<file path="src/rtl/m68k_bus_host.sv">
// 68000-style bus initiator: runs S0..S7 read/write cycles from a request port
// and hands the bus over via BR/BG/BGACK. Optional BERR_TIMEOUT_EN adds a DTACK timeout abort.
module m68k_bus_host #(
    parameter int CLKDIV  = 7,
    parameter int TIMEOUT = 64
) (
    input  logic        MCLK,
    input  logic        SRES,
    input  logic        req,
    input  logic        req_we,
    input  logic [22:0] req_addr,
    input  logic [15:0] req_wdata,
    input  logic        req_uds,
    input  logic        req_lds,
    output logic        ack,
    output logic [15:0] rdata,
    output logic        err,
    output logic        busy,
    output logic        AS_o,
    output logic        UDS_o,
    output logic        LDS_o,
    output logic        RW_o,
    output logic        strobe_d,
    output logic [22:0] VA_o,
    output logic        VA_d,
    input  logic [15:0] VD_i,
    output logic [15:0] VD_o,
    output logic        VD_d,
    input  logic        AS_i,
    input  logic        DTACK_i,
    input  logic        BR_i,
    input  logic        BGACK_i,
    output logic        BG
);

`ifdef BERR_TIMEOUT_EN
    localparam bit TIMEOUT_EN = 1'b1;
`else
    localparam bit TIMEOUT_EN = 1'b0;
`endif

    localparam int PW         = $clog2(CLKDIV);
    localparam int FALL_PHASE = CLKDIV / 2;
    localparam int TW         = $clog2(TIMEOUT + 2);

    typedef enum logic [3:0] {
        ST_IDLE,
        ST_S0, ST_S1, ST_S2, ST_S3, ST_S4, ST_S5, ST_S6, ST_S7,
        ST_GRANT,
        ST_RELEASED,
        ST_REDRIVE
    } state_t;

    state_t        state_reg, state_next;
    logic [PW-1:0] phase_reg;
    logic          rise_tick, fall_tick, any_tick;

    logic          as_reg, as_next;
    logic          uds_reg, uds_next;
    logic          lds_reg, lds_next;
    logic          rw_reg, rw_next;
    logic          strobe_d_reg, strobe_d_next;
    logic [22:0]   va_reg, va_next;
    logic          va_d_reg, va_d_next;
    logic [15:0]   vd_o_reg, vd_o_next;
    logic          vd_d_reg, vd_d_next;
    logic          bg_reg, bg_next;
    logic          ack_reg, ack_next;
    logic          err_reg, err_next;
    logic [15:0]   rdata_reg, rdata_next;
    logic          busy_reg, busy_next;

    logic          cyc_we_reg, cyc_we_next;
    logic [22:0]   cyc_addr_reg, cyc_addr_next;
    logic [15:0]   cyc_wdata_reg, cyc_wdata_next;
    logic          cyc_uds_reg, cyc_uds_next;
    logic          cyc_lds_reg, cyc_lds_next;
    logic          abort_reg, abort_next;
    logic [TW-1:0] wait_cnt_reg, wait_cnt_next;

    // Free-running CPU clock phase; the two ticks are the only moments anything changes.
    always_ff @(posedge MCLK or negedge SRES) begin
        if (!SRES) begin
            phase_reg <= '0;
        end else if (phase_reg == PW'(CLKDIV - 1)) begin
            phase_reg <= '0;
        end else begin
            phase_reg <= phase_reg + PW'(1);
        end
    end

    assign rise_tick = (phase_reg == '0);
    assign fall_tick = (phase_reg == PW'(FALL_PHASE));
    assign any_tick  = rise_tick || fall_tick;

    always_ff @(posedge MCLK or negedge SRES) begin
        if (!SRES) begin
            state_reg     <= ST_IDLE;
            as_reg        <= 1'b1;
            uds_reg       <= 1'b1;
            lds_reg       <= 1'b1;
            rw_reg        <= 1'b1;
            strobe_d_reg  <= 1'b0;
            va_reg        <= '0;
            va_d_reg      <= 1'b0;
            vd_o_reg      <= '0;
            vd_d_reg      <= 1'b1;
            bg_reg        <= 1'b1;
            ack_reg       <= 1'b0;
            err_reg       <= 1'b0;
            rdata_reg     <= '0;
            busy_reg      <= 1'b0;
            cyc_we_reg    <= 1'b0;
            cyc_addr_reg  <= '0;
            cyc_wdata_reg <= '0;
            cyc_uds_reg   <= 1'b0;
            cyc_lds_reg   <= 1'b0;
            abort_reg     <= 1'b0;
            wait_cnt_reg  <= '0;
        end else begin
            state_reg     <= state_next;
            as_reg        <= as_next;
            uds_reg       <= uds_next;
            lds_reg       <= lds_next;
            rw_reg        <= rw_next;
            strobe_d_reg  <= strobe_d_next;
            va_reg        <= va_next;
            va_d_reg      <= va_d_next;
            vd_o_reg      <= vd_o_next;
            vd_d_reg      <= vd_d_next;
            bg_reg        <= bg_next;
            ack_reg       <= ack_next;
            err_reg       <= err_next;
            rdata_reg     <= rdata_next;
            busy_reg      <= busy_next;
            cyc_we_reg    <= cyc_we_next;
            cyc_addr_reg  <= cyc_addr_next;
            cyc_wdata_reg <= cyc_wdata_next;
            cyc_uds_reg   <= cyc_uds_next;
            cyc_lds_reg   <= cyc_lds_next;
            abort_reg     <= abort_next;
            wait_cnt_reg  <= wait_cnt_next;
        end
    end

    always_comb begin
        state_next     = state_reg;
        as_next        = as_reg;
        uds_next       = uds_reg;
        lds_next       = lds_reg;
        rw_next        = rw_reg;
        strobe_d_next  = strobe_d_reg;
        va_next        = va_reg;
        va_d_next      = va_d_reg;
        vd_o_next      = vd_o_reg;
        vd_d_next      = vd_d_reg;
        bg_next        = bg_reg;
        ack_next       = 1'b0;
        err_next       = 1'b0;
        rdata_next     = rdata_reg;
        cyc_we_next    = cyc_we_reg;
        cyc_addr_next  = cyc_addr_reg;
        cyc_wdata_next = cyc_wdata_reg;
        cyc_uds_next   = cyc_uds_reg;
        cyc_lds_next   = cyc_lds_reg;
        abort_next     = abort_reg;
        wait_cnt_next  = wait_cnt_reg;

        case (state_reg)
            ST_IDLE: begin
                // A bus request beats a pending transfer on the same tick.
                if (rise_tick) begin
                    if (!BR_i) begin
                        bg_next    = 1'b0;
                        state_next = ST_GRANT;
                    end else if (req) begin
                        cyc_we_next    = req_we;
                        cyc_addr_next  = req_addr;
                        cyc_wdata_next = req_wdata;
                        cyc_uds_next   = req_uds;
                        cyc_lds_next   = req_lds;
                        abort_next     = 1'b0;
                        rw_next        = ~req_we;
                        state_next     = ST_S0;
                    end
                end
            end
            ST_S0: begin
                if (fall_tick) begin
                    va_next    = cyc_addr_reg;
                    state_next = ST_S1;
                end
            end
            ST_S1: begin
                if (rise_tick) begin
                    as_next = 1'b0;
                    if (!cyc_we_reg) begin
                        uds_next = ~cyc_uds_reg;
                        lds_next = ~cyc_lds_reg;
                    end
                    state_next = ST_S2;
                end
            end
            ST_S2: begin
                if (fall_tick) begin
                    if (cyc_we_reg) begin
                        vd_d_next = 1'b0;
                        vd_o_next = cyc_wdata_reg;
                    end
                    state_next = ST_S3;
                end
            end
            ST_S3: begin
                if (rise_tick) begin
                    if (cyc_we_reg) begin
                        uds_next = ~cyc_uds_reg;
                        lds_next = ~cyc_lds_reg;
                    end
                    wait_cnt_next = '0;
                    state_next    = ST_S4;
                end
            end
            ST_S4: begin
                // wait_cnt counts ticks spent in S4 before the current one.
                if (fall_tick && !DTACK_i) begin
                    state_next = ST_S5;
                end else if (TIMEOUT_EN && fall_tick && (wait_cnt_reg >= TW'(TIMEOUT))) begin
                    abort_next = 1'b1;
                    as_next    = 1'b1;
                    uds_next   = 1'b1;
                    lds_next   = 1'b1;
                    vd_d_next  = 1'b1;
                    state_next = ST_S7;
                end else if (TIMEOUT_EN && any_tick && (wait_cnt_reg != '1)) begin
                    wait_cnt_next = wait_cnt_reg + TW'(1);
                end
            end
            ST_S5: begin
                if (rise_tick) begin
                    state_next = ST_S6;
                end
            end
            ST_S6: begin
                if (fall_tick) begin
                    if (!cyc_we_reg) begin
                        rdata_next = VD_i;
                    end
                    as_next    = 1'b1;
                    uds_next   = 1'b1;
                    lds_next   = 1'b1;
                    vd_d_next  = 1'b1;
                    state_next = ST_S7;
                end
            end
            ST_S7: begin
                if (rise_tick) begin
                    ack_next   = 1'b1;
                    err_next   = abort_reg;
                    rw_next    = 1'b1;
                    state_next = ST_IDLE;
                end
            end
            ST_GRANT: begin
                if (rise_tick) begin
                    if (!BGACK_i && AS_i) begin
                        strobe_d_next = 1'b1;
                        va_d_next     = 1'b1;
                        vd_d_next     = 1'b1;
                        state_next    = ST_RELEASED;
                    end else if (BR_i && BGACK_i) begin
                        bg_next    = 1'b1;
                        state_next = ST_IDLE;
                    end
                end
            end
            ST_RELEASED: begin
                if (rise_tick && BGACK_i) begin
                    bg_next       = 1'b1;
                    strobe_d_next = 1'b0;
                    va_d_next     = 1'b0;
                    as_next       = 1'b1;
                    uds_next      = 1'b1;
                    lds_next      = 1'b1;
                    rw_next       = 1'b1;
                    state_next    = ST_REDRIVE;
                end
            end
            ST_REDRIVE: begin
                // One full CPU clock of driven-high strobes before the next cycle may start.
                if (rise_tick) begin
                    state_next = ST_IDLE;
                end
            end
            default: begin
                state_next = ST_IDLE;
            end
        endcase
    end

    assign busy_next = (state_next != ST_IDLE) || (req && !ack_next);

    assign ack      = ack_reg;
    assign err      = err_reg;
    assign rdata    = rdata_reg;
    assign busy     = busy_reg;
    assign AS_o     = as_reg;
    assign UDS_o    = uds_reg;
    assign LDS_o    = lds_reg;
    assign RW_o     = rw_reg;
    assign strobe_d = strobe_d_reg;
    assign VA_o     = va_reg;
    assign VA_d     = va_d_reg;
    assign VD_o     = vd_o_reg;
    assign VD_d     = vd_d_reg;
    assign BG       = bg_reg;

endmodule

</file>
<file path="config.mk">
export PLATFORM = sky130hd
export DESIGN_NAME = m68k_bus_host
export DESIGN_NICKNAME = d
export VERILOG_FILES = /design/src/rtl/m68k_bus_host.sv
export SDC_FILE = /design/constraint.sdc
export NUM_CORES = 1
export LEC_CHECK = 0
export CORE_ASPECT_RATIO = 0.9
export CORE_MARGIN = 2
export CORE_UTILIZATION = 54
export CTS_BUF_LIST = sky130_fd_sc_hd__clkbuf_2
export DETAILED_ROUTE_END_ITERATION = 8
export PLACE_DENSITY_LB_ADDON = 0.2
export SYNTH_ARGS = -nofsm -noshare
export SYNTH_HDL_FRONTEND = slang
export SYNTH_SLANG_ARGS = --single-unit
</file>
<file path="constraint.sdc">
create_clock -name MCLK -period 6.6 [get_ports MCLK]
set_clock_uncertainty 0.15 [all_clocks]
set_input_delay 1.32 -clock MCLK [delete_from_list [all_inputs] [get_ports MCLK]]
set_output_delay 1.32 -clock MCLK [all_outputs]
set_load 0.005 [all_outputs]
</file>
Yosys cells after proc, flatten, opt, wreduce, memory -nomap -nowiden
Index checks and enable logic that the tools add are counted.
{"block": "op_classes", "order_cmp": 0, "addsub": 1, "reduce_logical": 29, "div": 0, "shift": 0, "eq_ne": 30, "mul": 0, "n_mux": 51, "bitwise": 4}
{"operator": "4-bit 2-to-1 mux", "n": 15}
{"operator": "4-bit one-hot mux with 11 select lines", "n": 1}
{"operator": "2-bit inequality test, second input constant", "n": 17}
{"operator": "1-bit 2-to-1 mux", "n": 27}
{"operator": "4-bit by 3-bit equality test with 1-bit output, second input constant", "n": 4}
{"operator": "4-bit equality test, second input constant", "n": 4}
{"operator": "7-bit AND reduction", "n": 2}
{"operator": "1-bit one-hot mux with 3 select lines", "n": 4}
{"operator": "4-bit AND reduction", "n": 3}
{"operator": "6-bit AND reduction", "n": 2}
{"operator": "3-bit nonzero test", "n": 4}
{"operator": "4-bit by 2-bit equality test with 1-bit output, second input constant", "n": 2}
{"operator": "1-bit one-hot mux with 4 select lines", "n": 2}
{"operator": "4-bit nonzero test", "n": 2}
{"operator": "3-bit AND reduction", "n": 2}
{"operator": "1-bit logical AND", "n": 5}
{"operator": "4-bit by 1-bit equality test with 1-bit output, second input constant", "n": 1}
{"operator": "4-bit logical NOT", "n": 1}
{"operator": "1-bit NOT", "n": 4}
{"operator": "3-bit by 1-bit adder with 3-bit output, second input constant", "n": 1}
{"operator": "3-bit by 2-bit equality test with 1-bit output, second input constant", "n": 1}
{"operator": "3-bit equality test, second input constant", "n": 1}
{"operator": "1-bit logical NOT", "n": 3}
{"operator": "3-bit logical NOT", "n": 1}
{"operator": "other kinds (6)", "n": 6}
{"block": "totals", "memories": 0, "out_inout_bits": 66, "word_cells": 134, "latch_bits": 0, "mem_bits_ro": 0, "ff_bits": 113, "ram_bits": 0}

Depth between registers and ports, before layout
Gate-level depths: netlist (run 1).
{"block": "depth", "depth_word": 7, "ltp_mapped": 8, "ltp_nobuf": 7}

Worst setup path after synthesis (run 1)
OpenSTA, ideal clock, no wires.
{"block": "synth_timing", "kind": "input to register", "from": "in BGACK_i", "to": "reg busy_reg, in the netlist busy", "stages": 5, "arrival_time_ns": 2.315, "setup_slack_ns": 3.997, "path_buffers": 0, "path_cell_list": "nor2b_4 and3_4 a211oi_2 o32ai_1 or4_1"}
{"block": "synth_via", "elab_chain_cells": 7, "word_cells_on_any_way": 11, "cone_classes": "mux: 5; reduce/logical: 6"}
{"element": "start: declaration", "line_no": "32", "rtl": "input logic BGACK_i,"}
{"element": "1-bit logical AND / 1-bit logical NOT (equally long branches)", "line_no": "270, 265"}
{"element": "4-bit 2-to-1 mux / 1-bit logical AND (equally long branches)", "line_no": "270, 265"}
{"element": "4-bit 2-to-1 mux", "line_no": "265", "rtl": "if (!BGACK_i && AS_i) begin"}
{"element": "4-bit 2-to-1 mux", "line_no": "264", "rtl": "if (rise_tick) begin"}
{"element": "4-bit one-hot mux with 11 select lines (*)", "line_no": "169", "rtl": "case (state_reg)"}
{"element": "net state_next[1]", "line_no": "54", "rtl": "state_t state_reg, state_next;"}
{"element": "4-bit nonzero test (*)", "line_no": "300", "rtl": "assign busy_next = (state_next != ST_IDLE) || (req && !ack_next);"}
{"element": "1-bit logical OR (*)", "line_no": "300"}
{"element": "net busy_next", "line_no": "71", "rtl": "logic busy_reg, busy_next;"}
{"element": "end signal: assignment", "line_no": "135", "rtl": "busy_reg <= busy_next;"}
{"element": "end: declaration", "line_no": "71"}
The timed path passes the listed nets; every way through them passes the cells marked *.
A chain may end at the register's enable or synchronous reset.

Worst setup path in the final report (run 1)
{"block": "layout_timing", "from": "reg bg_reg, in the netlist BG", "to": "out BG"}
{"element": "start: declaration", "line_no": "67", "rtl": "logic bg_reg, bg_next;"}
{"element": "start signal: assignment", "line_no": "131", "rtl": "bg_reg <= bg_next;"}
{"element": "end: declaration", "line_no": "33", "rtl": "output logic BG"}
No word-level cell between the ends.

==> results of run 1 <==
[cell type report]
cell class / count / area [µm²] / area share, %
repair buffers: 131 / 1300 / 20.6
inverters: 5 / 18.8 / 0.297
clock inverters: 15 / 159 / 2.52
flip-flops and latches: 113 / 2840 / 44.9
well taps: 119 / 149 / 2.36
clock buffers: 17 / 85.1 / 1.35
multi-input cells: 196 / 1770 / 28.0
[through the flow]
step,setup slack (ps),std cells,hold slack (ps)
after floorplan,4000,334,302
after global placement,3230,564,311
after global routing,3370,596,371
after detailed placement,3230,564,321
final,3430,596,358
after CTS,3360,596,358
[per-layer routing]
layer,share of wire [%],vias up
li1,-,1461
met3,9.1,10
met5,0,-
met2,49,135
met4,1.3,0
met1,41,1572
[worst paths after layout]
| kind | endpoint | slack, ps | cells past startpoint |
|---|---|---|---|
| setup / recovery | BG | 3430 | 1 |
| hold / removal | cyc_wdata_reg[14] | 360 | 1 |
| setup reg to reg | VA_o[15] | 3520 | 4 |
| hold reg to reg | cyc_wdata_reg[14] | 360 | 1 |
| max in group asynchronous | cyc_wdata_reg[1] | 4490 | 2 |
| min in group asynchronous | rdata[5] | 500 | 1 |
[cell usage in the layout (no fill, tap or decap), types with 6 or more instances in the layout]
cell type and count:
mux2_1 26, clkdlybuf4s50_1 128, mux2_2 73, clkbuf_2 17, dfstp_2 6, dfrtp_1 107
nand2_1 10, o21ai_0 12, nor2_1 13
[cells by family (layout without fill, tap and decap cells)]
family | after synthesis | count (layout)
compound gates | 39 | 39
xor+xnor | 2 | 2
fa+ha+maj | 1 | 1
buf+inv | 25 | 168
flops | 113 | 113
mux | 100 | 100
other cells | 1 | 1
simple gates | 53 | 53
[power by group]
group	internal (mW)	total [mW]	switching [mW]
logic	0.484	0.725	0.241
clock network	0.175	0.455	0.279
registers	0.933	1.10	0.172
total	1.59	2.28	0.692
==> flow_metrics.env, run 1 <==
export IMPL_synth_top_cells_by_count="dfrtp_1, mux2_2, mux2_1, nor2_1, o21ai_0"
export IMPL_wl_per_cell_um=16.8
export IMPL_clkLatencyLatePin_ps=610
export IMPL_grt_use_total_pct=22.0
export IMPL_crit_chain="clkdlybuf4s50_1"
export IMPL_fillCellCount=616
export IMPL_vias=3178
export IMPL_htreeDepth=4
export IMPL_worst_path_buf_inv=1
export IMPL_drv_slew=0
export IMPL_power_density_nw_per_um2=362
export IMPL_grt_busiest_layer="met2"
export IMPL_routed_wl_mm=10.0
export IMPL_outcome="complete, no violations"
export IMPL_grt_pass1_vias=3402
export IMPL_core_area_um2=8570
export IMPL_ys_types=50
export IMPL_worst_pin_slew_ps=1160
export IMPL_async_flop_share_pct=100
export IMPL_min_from="cyc_wdata_reg[14]"
export IMPL_synth_area_mux_share_pct=23.7
export IMPL_rows=32
export IMPL_syn_inst=334
export IMPL_cts_buffers=17
export IMPL_synth_most_common_cell="dfrtp_1"
export IMPL_max_cap_violations=0
export IMPL_met1_usage_pct=26.9
export IMPL_dpl_instance_area_um2=6070
export IMPL_synth_compound_area_share_pct=5.52
export IMPL_yosys_top_cells_area="dfrtp_1, mux2_2, mux2_1, dfstp_2, buf_4"
export IMPL_drt_initial_drc_count=149
export IMPL_cts_tree="yes"
export IMPL_syn_cell_area_um2=4760
export IMPL_cp_slowest_stage_delay_ps=590
export IMPL_synth_area_per_cell_um2=14.2
export IMPL_tns_ps=0
export IMPL_drive_above_1_share_pct=25.8
export IMPL_min_period_over_period_pct=48.0
export IMPL_critical_path_slowest_cell="dfstp_2"
export IMPL_cts_resized_gates=0
export IMPL_syn_nets=400
export IMPL_ys_flop_type="dfrtp_1"
export IMPL_cts_hold_buffers=0
export IMPL_synth_simple_gate_area_share_pct=7.23
export IMPL_cts_setup_buffers=0
export IMPL_fp_dieH_um=93.0
export IMPL_grtUsageMet3_pct=7.92
export IMPL_grt_overflow=0
export IMPL_die_w_um=103
export IMPL_synthAdderAreaFrac_pct=0.263
export IMPL_num_io_pins=131
export IMPL_rsz0062_at_grt="no"
export IMPL_ys_warn_count=0
export IMPL_maxSlewHeadroom_pct=22.5
export IMPL_setup_viol=0
export IMPL_clkTransAtPathRegs_ps=180
export IMPL_ys_seq_elements=113
export IMPL_grt_max_degree=74
export IMPL_crit_type="flip-flop to output port"
export IMPL_antenna_left=0
export IMPL_avgViaCountPerCell=5.33
export IMPL_leakage_nw=2.82
export IMPL_end_kind="output port"
export IMPL_grt_use_met2_pct=36.1
export IMPL_synth_xor_area_share_pct=0.368
export IMPL_cts_root_buf="clkbuf_2"
export IMPL_cp_top_family="flip-flops"
export IMPL_io_buffers=129
export IMPL_start_util_pct=55.5
export IMPL_post_route_util_pct=73.7
export IMPL_gp_congestion=0.880
export IMPL_antenna_found_initial=0
export IMPL_dp_hpwl_mm=6.86
export IMPL_critPathMaxFanout=3
export IMPL_grt_pass1_wl_mm=16.1
export IMPL_startpoint="BG"
export IMPL_synth_top_family_by_area="multiplexers"
export IMPL_cts_sinks=113
export IMPL_cts_path_max_buffers=2
export IMPL_synth_edf_count=0
export IMPL_hold_class="flip-flop to flip-flop"
export IMPL_ys_seq_area_share_pct=59.6
export IMPL_crit_arrival_ps=1700
export IMPL_dr_pass1_iters=4
export IMPL_yosysTopAreaCellShare_pct=56.3
export IMPL_period_needed_ps=3170
export IMPL_cp_required_ps=5130
export IMPL_design_area_um2=6320
export IMPL_ir_drop_mv=0.246
export IMPL_drc=0
export IMPL_cp_start_kind="flip-flop"
export IMPL_syn_to_final_growth_pct=32.8
export IMPL_die_area_um2=9570
export IMPL_rr_startpoint="state_reg[0]"
export IMPL_hold_viol=0
export IMPL_antenna_cells=0
export IMPL_nNetsFinal=530
export IMPL_p_total_mw=2.28
export IMPL_timing_fmax_mhz=316
export IMPL_synth_area_leader_cell="dfrtp_1"
No activity file was read; power rests on OpenSTA's default activity.
==> run 2: changes to the inputs <==
--- a/config.mk
+++ b/config.mk
@@ -7,7 +7,7 @@
 export LEC_CHECK = 0
 export CORE_ASPECT_RATIO = 0.9
 export CORE_MARGIN = 2
-export CORE_UTILIZATION = 54
+export CORE_UTILIZATION = 45
 export CTS_BUF_LIST = sky130_fd_sc_hd__clkbuf_2
 export DETAILED_ROUTE_END_ITERATION = 8
 export PLACE_DENSITY_LB_ADDON = 0.2
==> constraint.sdc (replaced) <==
create_clock -name MCLK -period 2.85 [get_ports MCLK]
set_clock_uncertainty 0.15 [all_clocks]
set_input_delay 0.57 -clock MCLK [delete_from_list [all_inputs] [get_ports MCLK]]
set_output_delay 0.57 -clock MCLK [all_outputs]
set_load 0.005 [all_outputs]
==> run 2 against run 1 <==
  * Clock power is 140% higher
  * Routed wire length is 2.5% higher
  * Sequential share of layout area is 0.74 points lower
==> flow_metrics.env, run 2 (synthesized netlist as in run 1, its figures left out) <==
export IMPL_cts_tree="yes"
export IMPL_power_density_nw_per_um2=831
export IMPL_hold_class="primary input to asynchronous set/reset pin"
export IMPL_syn_to_final_growth_pct=35.0
export IMPL_hold_viol=0
export IMPL_clkTransAtPathRegs_ps=220
export IMPL_cts_sinks=113
export IMPL_design_area_um2=6420
export IMPL_worst_path_buf_inv=1
export IMPL_timing_fmax_mhz=404
export IMPL_cts_resized_gates=0
export IMPL_rows=35
export IMPL_grt_max_degree=46
export IMPL_cp_required_ps=3270
export IMPL_rsz0062_at_grt="no"
export IMPL_post_route_util_pct=62.7
export IMPL_worst_slack_ps=377
export IMPL_fillCellCount=834
export IMPL_cts_setup_buffers=0
export IMPL_dpl_instance_area_um2=6170
export IMPL_dpl_worst_slack_ps=216
export IMPL_crit_chain="and2_1 > ha_1 > nand2_1 > nor2_1 > and4b_1 > buf_4 > mux2_2"
export IMPL_antenna_found_initial=0
export IMPL_end_kind="flip-flop"
export IMPL_p_total_mw=5.34
export IMPL_max_cap_violations=0
export IMPL_num_io_pins=131
export IMPL_period_needed_ps=2470
export IMPL_setup_viol=0
export IMPL_ir_drop_mv=0.565
export IMPL_drv_slew=0
export IMPL_crit_arrival_ps=2890
export IMPL_critical_path_slowest_cell="dfrtp_1"
export IMPL_vias=3183
export IMPL_cp_slowest_stage_delay_ps=510
export IMPL_grt_pass1_wl_mm=17.0
export IMPL_fp_dieH_um=102
export IMPL_cp_start_kind="flip-flop"
export IMPL_routed_wl_mm=10.2
export IMPL_io_buffers=129
export IMPL_wl_per_cell_um=16.7
export IMPL_mostFrequentLayoutCell="clkdlybuf4s50_1"
export IMPL_gp_congestion=0.880
export IMPL_cts_buffers=17
export IMPL_dp_cells=580
export IMPL_nNetsFinal=537
export IMPL_dr_pass1_iters=4
export IMPL_outcome="complete, no violations"
export IMPL_drive_above_1_share_pct=26.9
export IMPL_tns_ps=0
export IMPL_layout_common_cells="clkdlybuf4s50_1, dfrtp_1, mux2_2"
export IMPL_critPathMaxFanout=10
export IMPL_cts_root_buf="clkbuf_2"
export IMPL_start_util_pct=46.4
export IMPL_core_area_um2=10200
export IMPL_avgViaCountPerCell=5.19
export IMPL_die_area_um2=11400
export IMPL_min_period_over_period_pct=86.8
export IMPL_fin_cells=613
export IMPL_antenna_left=0
export IMPL_leakage_nw=2.89
export IMPL_cp_top_family="simple AND/OR/NAND/NOR gates"
export IMPL_cts_hold_buffers=1
export IMPL_crit_type="flip-flop to flip-flop"
export IMPL_grt_overflow=0
export IMPL_drc=0
export IMPL_cts_path_max_buffers=2
export IMPL_worst_pin_slew_ps=794
export IMPL_antenna_cells=0
export IMPL_htreeDepth=4
export IMPL_grt_use_total_pct=19.5
export IMPL_drt_initial_drc_count=91
export IMPL_die_w_um=112
export IMPL_dp_hpwl_mm=7.04
export IMPL_holdWs_ps=246
export IMPL_maxSlewHeadroom_pct=47.1
export IMPL_grt_pass1_vias=3302
export IMPL_clkLatencyLatePin_ps=680
run 2: worst paths after layout:
check	startpoint	end	slack [ps]	cells after the start
setup / recovery	phase_reg[1]	VD_o[4]	380	7
hold / removal	SRES	VA_o[15]	250	2
setup reg to reg	phase_reg[1]	VD_o[4]	380	7
hold reg to reg	cyc_addr_reg[12]	VA_o[12]	330	1
max in group asynchronous	SRES	cyc_wdata_reg[6]	1530	3
min in group MCLK	req_addr[6]	cyc_addr_reg[6]	310	2
run 2: per-layer routing:
layer	up-vias	GRT usage [%]	share of wire [%]
met3	17	9.04	9.0
met5	-	0	0
met2	126	29.0	46
met4	0	8.07	1.7
met1	1573	24.9	43
li1	1467	-	-
run 2: area by class of cell:
type / count / area, µm² / share of cell area, %
tap: 129 / 161 / 2.51
inverter: 5 / 18.8 / 0.292
clock inverter: 14 / 155 / 2.42
multi-input combinational: 196 / 1770 / 27.5
clock buffer: 18 / 90.1 / 1.40
sequential: 113 / 2840 / 44.1
timing repair buffer: 138 / 1400 / 21.7
run 2: worst reg2reg max path, delay by kind of cell, from the launching register on:
| family | cells | cell delay, ps |
|---|---|---|
| mux | 1 | 360 |
| flops | 1 | 510 |
| buf+inv | 1 | 220 |
| fa+ha+maj | 1 | 230 |
| simple gates | 4 | 880 |
run 2: power breakdown:
group / internal [mW] / switching [mW] / total (mW)
Combinational: 1.14 / 0.578 / 1.71
Sequential: 2.16 / 0.380 / 2.54
Clock: 0.418 / 0.665 / 1.08
